===== config.mk =====
export PLATFORM = sky130hd
export DESIGN_NAME = serial_deser_32
export DESIGN_NICKNAME = d
export VERILOG_FILES = /design/src/rtl/serial_deser_32_pkg.sv /design/src/rtl/serial_deser_32_deser_out_buf.sv /design/src/rtl/serial_deser_32.sv
export SDC_FILE = /design/constraint.sdc
export NUM_CORES = 1
export LEC_CHECK = 0
export BUFFER_PORTS_ARGS = -buffer_cell sky130_fd_sc_hd__buf_2
export CORE_ASPECT_RATIO = 1.1
export CORE_MARGIN = 3
export CORE_UTILIZATION = 52
export CTS_CLUSTER_DIAMETER = 40
export DETAILED_ROUTE_END_ITERATION = 8
export GPL_ROUTABILITY_DRIVEN = 0
export PLACE_DENSITY = 0.81
export RECOVER_POWER = 100
export SYNTH_ARGS = -nofsm -noshare
export SYNTH_HDL_FRONTEND = slang
export SYNTH_SLANG_ARGS = --single-unit

===== constraint.sdc =====
create_clock -name clk -period 1.6 [get_ports clk]
set_input_delay 0.16 -clock clk [delete_from_list [all_inputs] [get_ports clk]]
set_output_delay 0.16 -clock clk [all_outputs]
set_load 0.02 [all_outputs]

===== src/rtl/serial_deser_32_pkg.sv =====
// Shared constants and types for the serial deserialiser and its output buffer.
package serial_deser_32_pkg;

    localparam int unsigned WIDTH = 32;
    localparam int unsigned CNT_W = 5;

    typedef enum logic {
        ST_IDLE = 1'b0,
        ST_RECV = 1'b1
    } state_e;

    // Bit-order select, common with the shift-register mode/dir encoding
    localparam logic DIR_LSB_FIRST = 1'b0;
    localparam logic DIR_MSB_FIRST = 1'b1;

endpackage


===== src/rtl/serial_deser_32_deser_out_buf.sv =====
// One-word holding register with valid/ack handshake and sticky overrun flag.
module deser_out_buf
    import serial_deser_32_pkg::*;
#(
    parameter int unsigned WIDTH = serial_deser_32_pkg::WIDTH
) (
    input  logic             clk,
    input  logic             reset,
    input  logic             complete_i,
    input  logic [WIDTH-1:0] cand_i,
    input  logic             ack,
    input  logic             clr_ovr,
    output logic [WIDTH-1:0] q,
    output logic             valid,
    output logic             overrun
);

    logic [WIDTH-1:0] q_q, q_d;
    logic             valid_q, valid_d;
    logic             ovr_q, ovr_d;
    logic             ovr_set;

    always_comb begin
        q_d     = q_q;
        valid_d = valid_q;
        ovr_set = 1'b0;
        if (complete_i) begin
            if (!valid_q || ack) begin
                q_d     = cand_i;
                valid_d = 1'b1;
            end else begin
                ovr_set = 1'b1;
            end
        end else if (valid_q && ack) begin
            valid_d = 1'b0;
        end
        // A fresh overrun beats a simultaneous clear
        ovr_d = ovr_set ? 1'b1 : (clr_ovr ? 1'b0 : ovr_q);
    end

    always_ff @(posedge clk) begin
        if (reset) begin
            q_q     <= '0;
            valid_q <= 1'b0;
            ovr_q   <= 1'b0;
        end else begin
            q_q     <= q_d;
            valid_q <= valid_d;
            ovr_q   <= ovr_d;
        end
    end

    assign q       = q_q;
    assign valid   = valid_q;
    assign overrun = ovr_q;

endmodule


===== src/rtl/serial_deser_32.sv =====
// Serial-to-parallel receiver: frames words on sync, assembles LSB- or MSB-first.
module serial_deser_32
    import serial_deser_32_pkg::*;
#(
    parameter int unsigned WIDTH = serial_deser_32_pkg::WIDTH,
    parameter int unsigned CNT_W = serial_deser_32_pkg::CNT_W
) (
    input  logic             clk,
    input  logic             reset,
    input  logic             enb,
    input  logic             sync,
    input  logic             dir,
    input  logic             s_in,
    input  logic             ack,
    input  logic             clr_ovr,
    output logic [WIDTH-1:0] q,
    output logic             valid,
    output logic             busy,
    output logic             overrun
);

    state_e           state_q, state_d;
    logic [CNT_W-1:0] cnt_q, cnt_d;
    logic [WIDTH-1:0] sh_q, sh_d;
    logic             dir_q, dir_d;
    logic [WIDTH-1:0] shifted;
    logic             complete;

    assign shifted = (dir_q == DIR_MSB_FIRST) ? {sh_q[WIDTH-2:0], s_in}
                                              : {s_in, sh_q[WIDTH-1:1]};

    always_comb begin
        state_d  = state_q;
        cnt_d    = cnt_q;
        sh_d     = sh_q;
        dir_d    = dir_q;
        complete = 1'b0;
        if (enb) begin
            if (sync) begin
                // First bit lands where WIDTH-1 further shifts carry it to its final slot
                state_d = ST_RECV;
                cnt_d   = CNT_W'(1);
                dir_d   = dir;
                sh_d    = (dir == DIR_MSB_FIRST) ? {{(WIDTH-1){1'b0}}, s_in}
                                                 : {s_in, {(WIDTH-1){1'b0}}};
            end else if (state_q == ST_RECV) begin
                sh_d = shifted;
                if (cnt_q == CNT_W'(WIDTH-1)) begin
                    complete = 1'b1;
                    state_d  = ST_IDLE;
                    cnt_d    = '0;
                end else begin
                    cnt_d = cnt_q + CNT_W'(1);
                end
            end
        end
    end

    always_ff @(posedge clk) begin
        if (reset) begin
            state_q <= ST_IDLE;
            cnt_q   <= '0;
            sh_q    <= '0;
            dir_q   <= DIR_LSB_FIRST;
        end else begin
            state_q <= state_d;
            cnt_q   <= cnt_d;
            sh_q    <= sh_d;
            dir_q   <= dir_d;
        end
    end

    assign busy = (state_q == ST_RECV);

    deser_out_buf #(.WIDTH(WIDTH)) u_out_buf (
        .clk        (clk),
        .reset      (reset),
        .complete_i (complete),
        .cand_i     (shifted),
        .ack        (ack),
        .clr_ovr    (clr_ovr),
        .q          (q),
        .valid      (valid),
        .overrun    (overrun)
    );

endmodule


==> flow_metrics.tcl, run 1 <==
set metrics [dict create \
    drtIter0Drc 189 \
    antenna_found_initial 0 \
    setup-violations-final 0 \
    worstPathArrival_ns 1.82 \
    leakagePower_nw 1.31 \
    areaGrowthSynthToFinish_pct 22.7 \
    synth.largest_area_cell "dfxtp_1" \
    gr-usage-all-layers_pct 20.8 \
    clock_sinks 73 \
    io-pin-count 43 \
    dpl.hpwl_microns 4690 \
    p_seq_share_pct 51.9 \
    grt_max_degree 74 \
    post_cts.repair.setup_buffers 0 \
    p_comb_share_pct 5.7 \
    wl_per_cell_microns 17.6 \
    fin_crit_ns 1.58 \
    whs_path_depth 3 \
    drtAntennaViolNets 0 \
    cpMaxStageDelayCell "dfxtp_2" \
    htreeDepth 3 \
    hold_start "dir" \
    r2r_cells 7 \
    p_sw_w 0.000831 \
    crit_path_start_kind "flop" \
    worstSetupEndpointType "flop" \
    hold_end "dir_q" \
    timing.final.crit_share_pct 99.0 \
    ir_drop_mv 0.464 \
    grt-ovfl-total 0 \
    slew_violations 0 \
    fp.dieH_microns 90.5 \
    worst_pin_slew_ns 0.374 \
    layout-drive-gt1-share_pct 34.2 \
    place_ws_ns -0.178 \
    critPathMaxStageDelay_ns 0.35 \
    synth_area_per_cell_sq_um 9.65 \
    vias_per_cell 6.26 \
    rrSetupSlack_ns 0.02 \
    row_count 30 \
    num-fill-cells 511 \
    status "finished clean" \
    die_w_microns 82.8 \
    ys_seq_elements 73 \
    slew_headroom_pct 75.1 \
    finalHoldViolCount 0 \
    synthCells 350 \
    hold_path.class "input port to flop" \
    reg2reg_from "cnt_q[0]" \
    synth.top_cell.area_share_pct 43.3 \
    synthTopCellsByArea "dfxtp_1 43%, mux2_2 11%, a22oi_2 7.4%" \
    clk_latency_ns 0.35 \
    maxCapViolations 0 \
    cts_buffers 9 \
    dieArea_sq_mm 0.00750 \
    core_sq_mm 0.00623 \
    drc 0 \
    cts_tree "built" \
    grt_setup_unrepaired "true" \
    cts.path.max_buffers 2 \
    initial_core_util_pct 54.2 \
    cts.reportedPaths.clkPinSlew_ns 0.08 \
    power_frac_clock_pct 42.4 \
    critPathRequiredTime_ns 1.83 \
    crit_family "simple AND/OR/NAND/NOR gates" \
    finClkSkew_ns 0.00432 \
    first_pass_iters 4 \
    fmax_mhz 631 \
    grt_pass1_wl_microns 13200 \
    place.port_buffers 42 \
    synth_fp_nets 360 \
    diodes 0 \
    ys_seq_area_share_pct 43.3 \
    vias 2917 \
    nets 391 \
    cpMostUsedCell "ha_4" \
    path_class "flop to flop" \
    synth_area_sq_mm 0.00338 \
    crit_buf_inv 2 \
    cp_cell_sequence "ha_4 > and3_4 > ha_4 > inv_4 > buf_12 > nor4_1 > nor3_1" \
    path_max_fanout 16 \
    cts-hold-fix-buffers 0 \
    timing.rr.end "u_out_buf.q[11]" \
    synth_warnings 0 \
    finalWirelength_microns 8210 \
    powerDensity_mw_per_mm2 852 \
    fin_ws_ns 0.0160 \
    synth.distinct_cells 32 \
    sw_frac_of_total_pct 23.6 \
    grt_pass1_vias 2836 \
    intPower_w 0.00270 \
    tns_ns 0 \
    cts_root_buffer "clkbuf_8" \
]
-- logic make-up (layout without fill, tap and decap cells) --
kind of cell	count (synthesis)	after routing	synth area share, %
and+or+nand+nor	121	121	18.6
AOI/OAI and AO/OA	77	77	18.6
DFF	73	73	43.3
buffers and inverters	45	81	8.11
muxes	32	32	10.7
adders and majority gates	2	2	0.741
-- power groups by stage --
| stage | Clock [W] | Combinational, W | Sequential (W) |
|---|---|---|---|
| 3_3_place_gp | 0 | 0.000184 | 0.00187 |
| 3_5_place_dp | 0 | 0.000186 | 0.00187 |
| 4_1_cts | 0.00151 | 0.000191 | 0.00183 |
| 2_1_floorplan | 0 | 0.000146 | 0.00187 |
| 5_1_grt | 0.00159 | 0.000215 | 0.00183 |
| 6_report | 0.00150 | 0.000200 | 0.00183 |
-- sequential cells by signal (all words and copies together), names as in the netlist --
name	count
busy	1
u_out_buf.q	32
u_out_buf.valid	1
u_out_buf.overrun	1
dir_q	1
sh_q	32
cnt_q	5
-- routing by layer --
metal	wire length (microns)	track usage [%]	up-vias
li1	-	-	1384
met1	3620	27.0	1449
met2	4110	33.9	73
met3	369	4.38	11
met4	106	7.77	0
met5	0	0	-
-- final cells by class --
class | instances | area (sq um) | area share [%]
Sequential cell | 73 | 1460 | 35.3
Multi-Input combinational cell | 232 | 1930 | 46.6
Tap cell | 80 | 100 | 2.42
Clock inverter | 4 | 51.3 | 1.24
Timing Repair Buffer | 63 | 430 | 10.4
Clock buffer | 12 | 155 | 3.75
Inverter | 2 | 10.0 | 0.242
-- cell usage after synthesis --
cell type,instances
nor2_1,38
a41oi_1,1
o22ai_1,1
nand3b_1,1
nor2b_1,1
o21ai_2,1
a21oi_1,4
nor4_1,32
o21ai_0,1
mux2_2,32
nand3_1,1
nor3_1,33
dfxtp_1,73
and3b_1,1
nand2b_1,2
nand2_1,6
a22oi_2,20
and3_1,2
clkbuf_1,21
ha_1,2
a32oi_1,1
buf_2,6
o21a_1,1
a311oi_1,2
a22oi_1,12
buf_6,10
inv_1,2
a31oi_1,33
buf_4,6
nand4b_1,2
nand4_1,1
nand3b_4,1
-- placed cells by master, fill, tap and decap left out, types with 4 or more instances in the layout --
| cell type | count |
|---|---|
| nand2_1 | 6 |
| a21oi_1 | 4 |
| buf_4 | 13 |
| nor4_1 | 8 |
| nor2_1 | 38 |
| nor4_4 | 11 |
| buf_12 | 7 |
| a31oi_1 | 33 |
| clkbuf_1 | 35 |
| clkbuf_8 | 11 |
| a22oi_1 | 12 |
| mux2_2 | 32 |
| a22oi_2 | 20 |
| buf_2 | 8 |
| nor3_1 | 31 |
| nor4_2 | 13 |
| dfxtp_1 | 71 |
-- tightest hold or removal path, delay by kind of cell --
family / cells / cell delay (ns)
AOI/OAI and AO/OA: 1 / 0.05
buffers and inverters: 1 / 0.12
and+or+nand+nor: 1 / 0.06
-- what timing repair did --
action,4_1_cts,5_1_grt
pin swaps,0,0
cloned,0,1
endpoints found under the setup margin,33,33
resized for setup,22,30
-- per-stage QoR --
stage	power [W]	area [sq um]	util, %	hold slack [ns]	std cells
after floorplan	0.00202	3380	-	0.307	350
after global placement	0.00205	3640	58.4	0.444	449
after detailed placement	0.00206	3640	58.4	0.458	449
after CTS	0.00353	3980	63.9	0.0861	465
after global routing	0.00364	4140	66.5	0.107	466
final	0.00353	4140	66.5	0.0935	466
-- worst max path at each step --
stage	slack (ns)	startpoint	cells past startpoint	end
detailed placement	-0.18	cnt_q[0]	7	u_out_buf.q[0]
CTS	0.002	cnt_q[0]	7	u_out_buf.q[0]
global route	-0.05	cnt_q[0]	7	u_out_buf.q[19]
global placement	-0.14	cnt_q[0]	7	u_out_buf.q[0]
finish	0.02	cnt_q[0]	7	u_out_buf.q[11]
floorplan	-0.01	cnt_q[0]	7	u_out_buf.q[10]
No activity file was read; power rests on OpenSTA's default activity.
==> run 2: changes to the inputs <==
Settings changed: CORE_ASPECT_RATIO 1.1 to 1.2.
==> flow_metrics.tcl, run 2 (synthesis gave the netlist of run 1 again) <==
set metrics [dict create \
    fin_ws_ns -0.0314 \
    slew_violations 0 \
    path_max_fanout 8 \
    reg2reg_from "cnt_q[0]" \
    grt_use_met2_pct 38.8 \
    crit_family "simple AND/OR/NAND/NOR gates" \
    hold_start "dir" \
    die_w_microns 79.6 \
    diodes 0 \
    dieArea_sq_mm 0.00750 \
    place_area_sq_mm 0.00365 \
    drc 0 \
    place_ws_ns -0.0929 \
    place.port_buffers 42 \
    initial_core_util_pct 54.8 \
    finalWirelength_microns 9100 \
    whs_path_depth 3 \
    grt_pass1_vias 2828 \
    cpMaxStageDelayCell "dfxtp_2" \
    setup-violations-final 6 \
    dp_cells 451 \
    power_w 0.00328 \
    cpMostUsedCell "ha_4" \
    critPathMaxStageDelay_ns 0.36 \
    htreeDepth 3 \
    row_count 31 \
    io-pin-count 43 \
    ir_drop_mv 0.487 \
    path_class "flop to flop" \
    core_sq_mm 0.00617 \
    grt_setup_unrepaired "true" \
    vias_per_cell 6.42 \
    cts-hold-fix-buffers 0 \
    vias 3024 \
    busiest_layer "met2" \
    drtAntennaViolNets 0 \
    cts_root_buffer "clkbuf_8" \
    gr-usage-all-layers_pct 23.0 \
    clock_sinks 73 \
    fin_crit_ns 1.63 \
    worstPathArrival_ns 1.87 \
    cts_buffers 9 \
    leakagePower_nw 1.31 \
    nets 394 \
    r2r_cells 7 \
    grt-ovfl-total 0 \
    crit_path_start_kind "flop" \
    final_common_cell "dfxtp_1" \
    fp.dieH_microns 94.3 \
    worstSetupEndpointType "flop" \
    final_cell_mix "71 x dfxtp_1, 39 x clkbuf_1, 38 x nor2_1, 33 x a31oi_1" \
    rrSetupSlack_ns -0.03 \
    cts_tree "built" \
    design_area_sq_mm 0.00428 \
    clk_latency_ns 0.36 \
    critPathRequiredTime_ns 1.84 \
    antenna_found_initial 0 \
    maxCapViolations 0 \
    areaGrowthSynthToFinish_pct 26.6 \
    hold_end "dir_q" \
    drtIter0Drc 214 \
    crit_buf_inv 2 \
    dpl.hpwl_microns 4770 \
    hold_path.class "input port to flop" \
    violations "setup timing" \
    timing.final.crit_share_pct 102 \
    cp_cell_sequence "ha_4 > and3_4 > ha_4 > inv_2 > clkbuf_16 > nor4_2 > nor3_1" \
    fmax_mhz 613 \
    timing.rr.end "u_out_buf.q[13]" \
    wl_per_cell_microns 19.3 \
    powerDensity_mw_per_mm2 767 \
    use_met1_pct 28.3 \
    grt_max_degree 40 \
    finalNonFillerCells 471 \
    use_met3_pct 3.55 \
    cts.path.max_buffers 2 \
    slew_headroom_pct 69.0 \
    grt_pass1_wl_microns 13600 \
    finClkSkew_ns 0.00944 \
    worst_pin_slew_ns 0.465 \
    finalHoldViolCount 0 \
    cts.reportedPaths.clkPinSlew_ns 0.07 \
    tns_ns -0.0676 \
    status "complete, but fails checks" \
    layout-drive-gt1-share_pct 35.2 \
    first_pass_iters 5 \
]
run 2: changes by cell type in the layout (fill, tap and decap cells not counted), moves of 2 or more:
cell,before,now
clkbuf_1,35,39
clkbuf_8,11,9
nor4_1,8,0
nor4_2,13,10
nor4_4,11,22
run 2: cell type report:
cell class                 instances  area [sq um]
timing repair buffer              66           478
clock buffer                      13           139
clock inverter                     3          17.5
inverter                           2          7.51
sequential                        73          1460
fill                             459          1890
multi-input combinational        232          2070
tap                               82           103
run 2: timing repair:
item                                    4_1_cts  5_1_grt
endpoints found under the setup margin       30       33
gates cloned                                  1        2
resized for setup                            26       40
pin swaps                                     0        5
buffers inserted                              1        0
run 2: routing by layer:
| layer | part of all wire, % | vias up | routed length (microns) |
|---|---|---|---|
| li1 | - | 1390 | - |
| met1 | 41 | 1505 | 3770 |
| met2 | 51 | 106 | 4630 |
| met3 | 5.1 | 23 | 466 |
| met4 | 2.7 | 0 | 246 |
| met5 | 0 | - | 0 |
run 2: how the worst max path moves through the flow:
stage,start,endpoint,cells past startpoint
final,cnt_q[0],u_out_buf.q[13],7
after global placement,cnt_q[0],u_out_buf.q[19],7
after detailed placement,cnt_q[1],u_out_buf.q[20],7
after global routing,cnt_q[1],u_out_buf.q[13],7
after floorplan,cnt_q[0],u_out_buf.q[10],7
after CTS,cnt_q[0],u_out_buf.q[31],7
run 2: worst min-delay path, delay by kind of cell:
family	cells	cell delay (ns)
AND/OR/NAND/NOR	1	0.06
AO/OA/AOI/OAI	1	0.05
buffers and inverters	1	0.12
run 2: metrics by stage:
| step | hold WS, ns | util, % |
|---|---|---|
| after floorplan | 0.307 | - |
| after global placement | 0.444 | 59.2 |
| after detailed placement | 0.449 | 59.2 |
| after CTS | 0.0831 | 64.8 |
| after global routing | 0.125 | 69.3 |
| final | 0.0872 | 69.3 |
run 2: power breakdown:
group | leakage, nW | internal [W] | total, W | switching (W)
registers | 0.589 | 0.00182 | 0.00183 | 0.00000733
logic | 0.646 | 0.0000654 | 0.000203 | 0.000138
clock network | 0.0774 | 0.000560 | 0.00125 | 0.000686
total | 1.31 | 0.00245 | 0.00328 | 0.000831
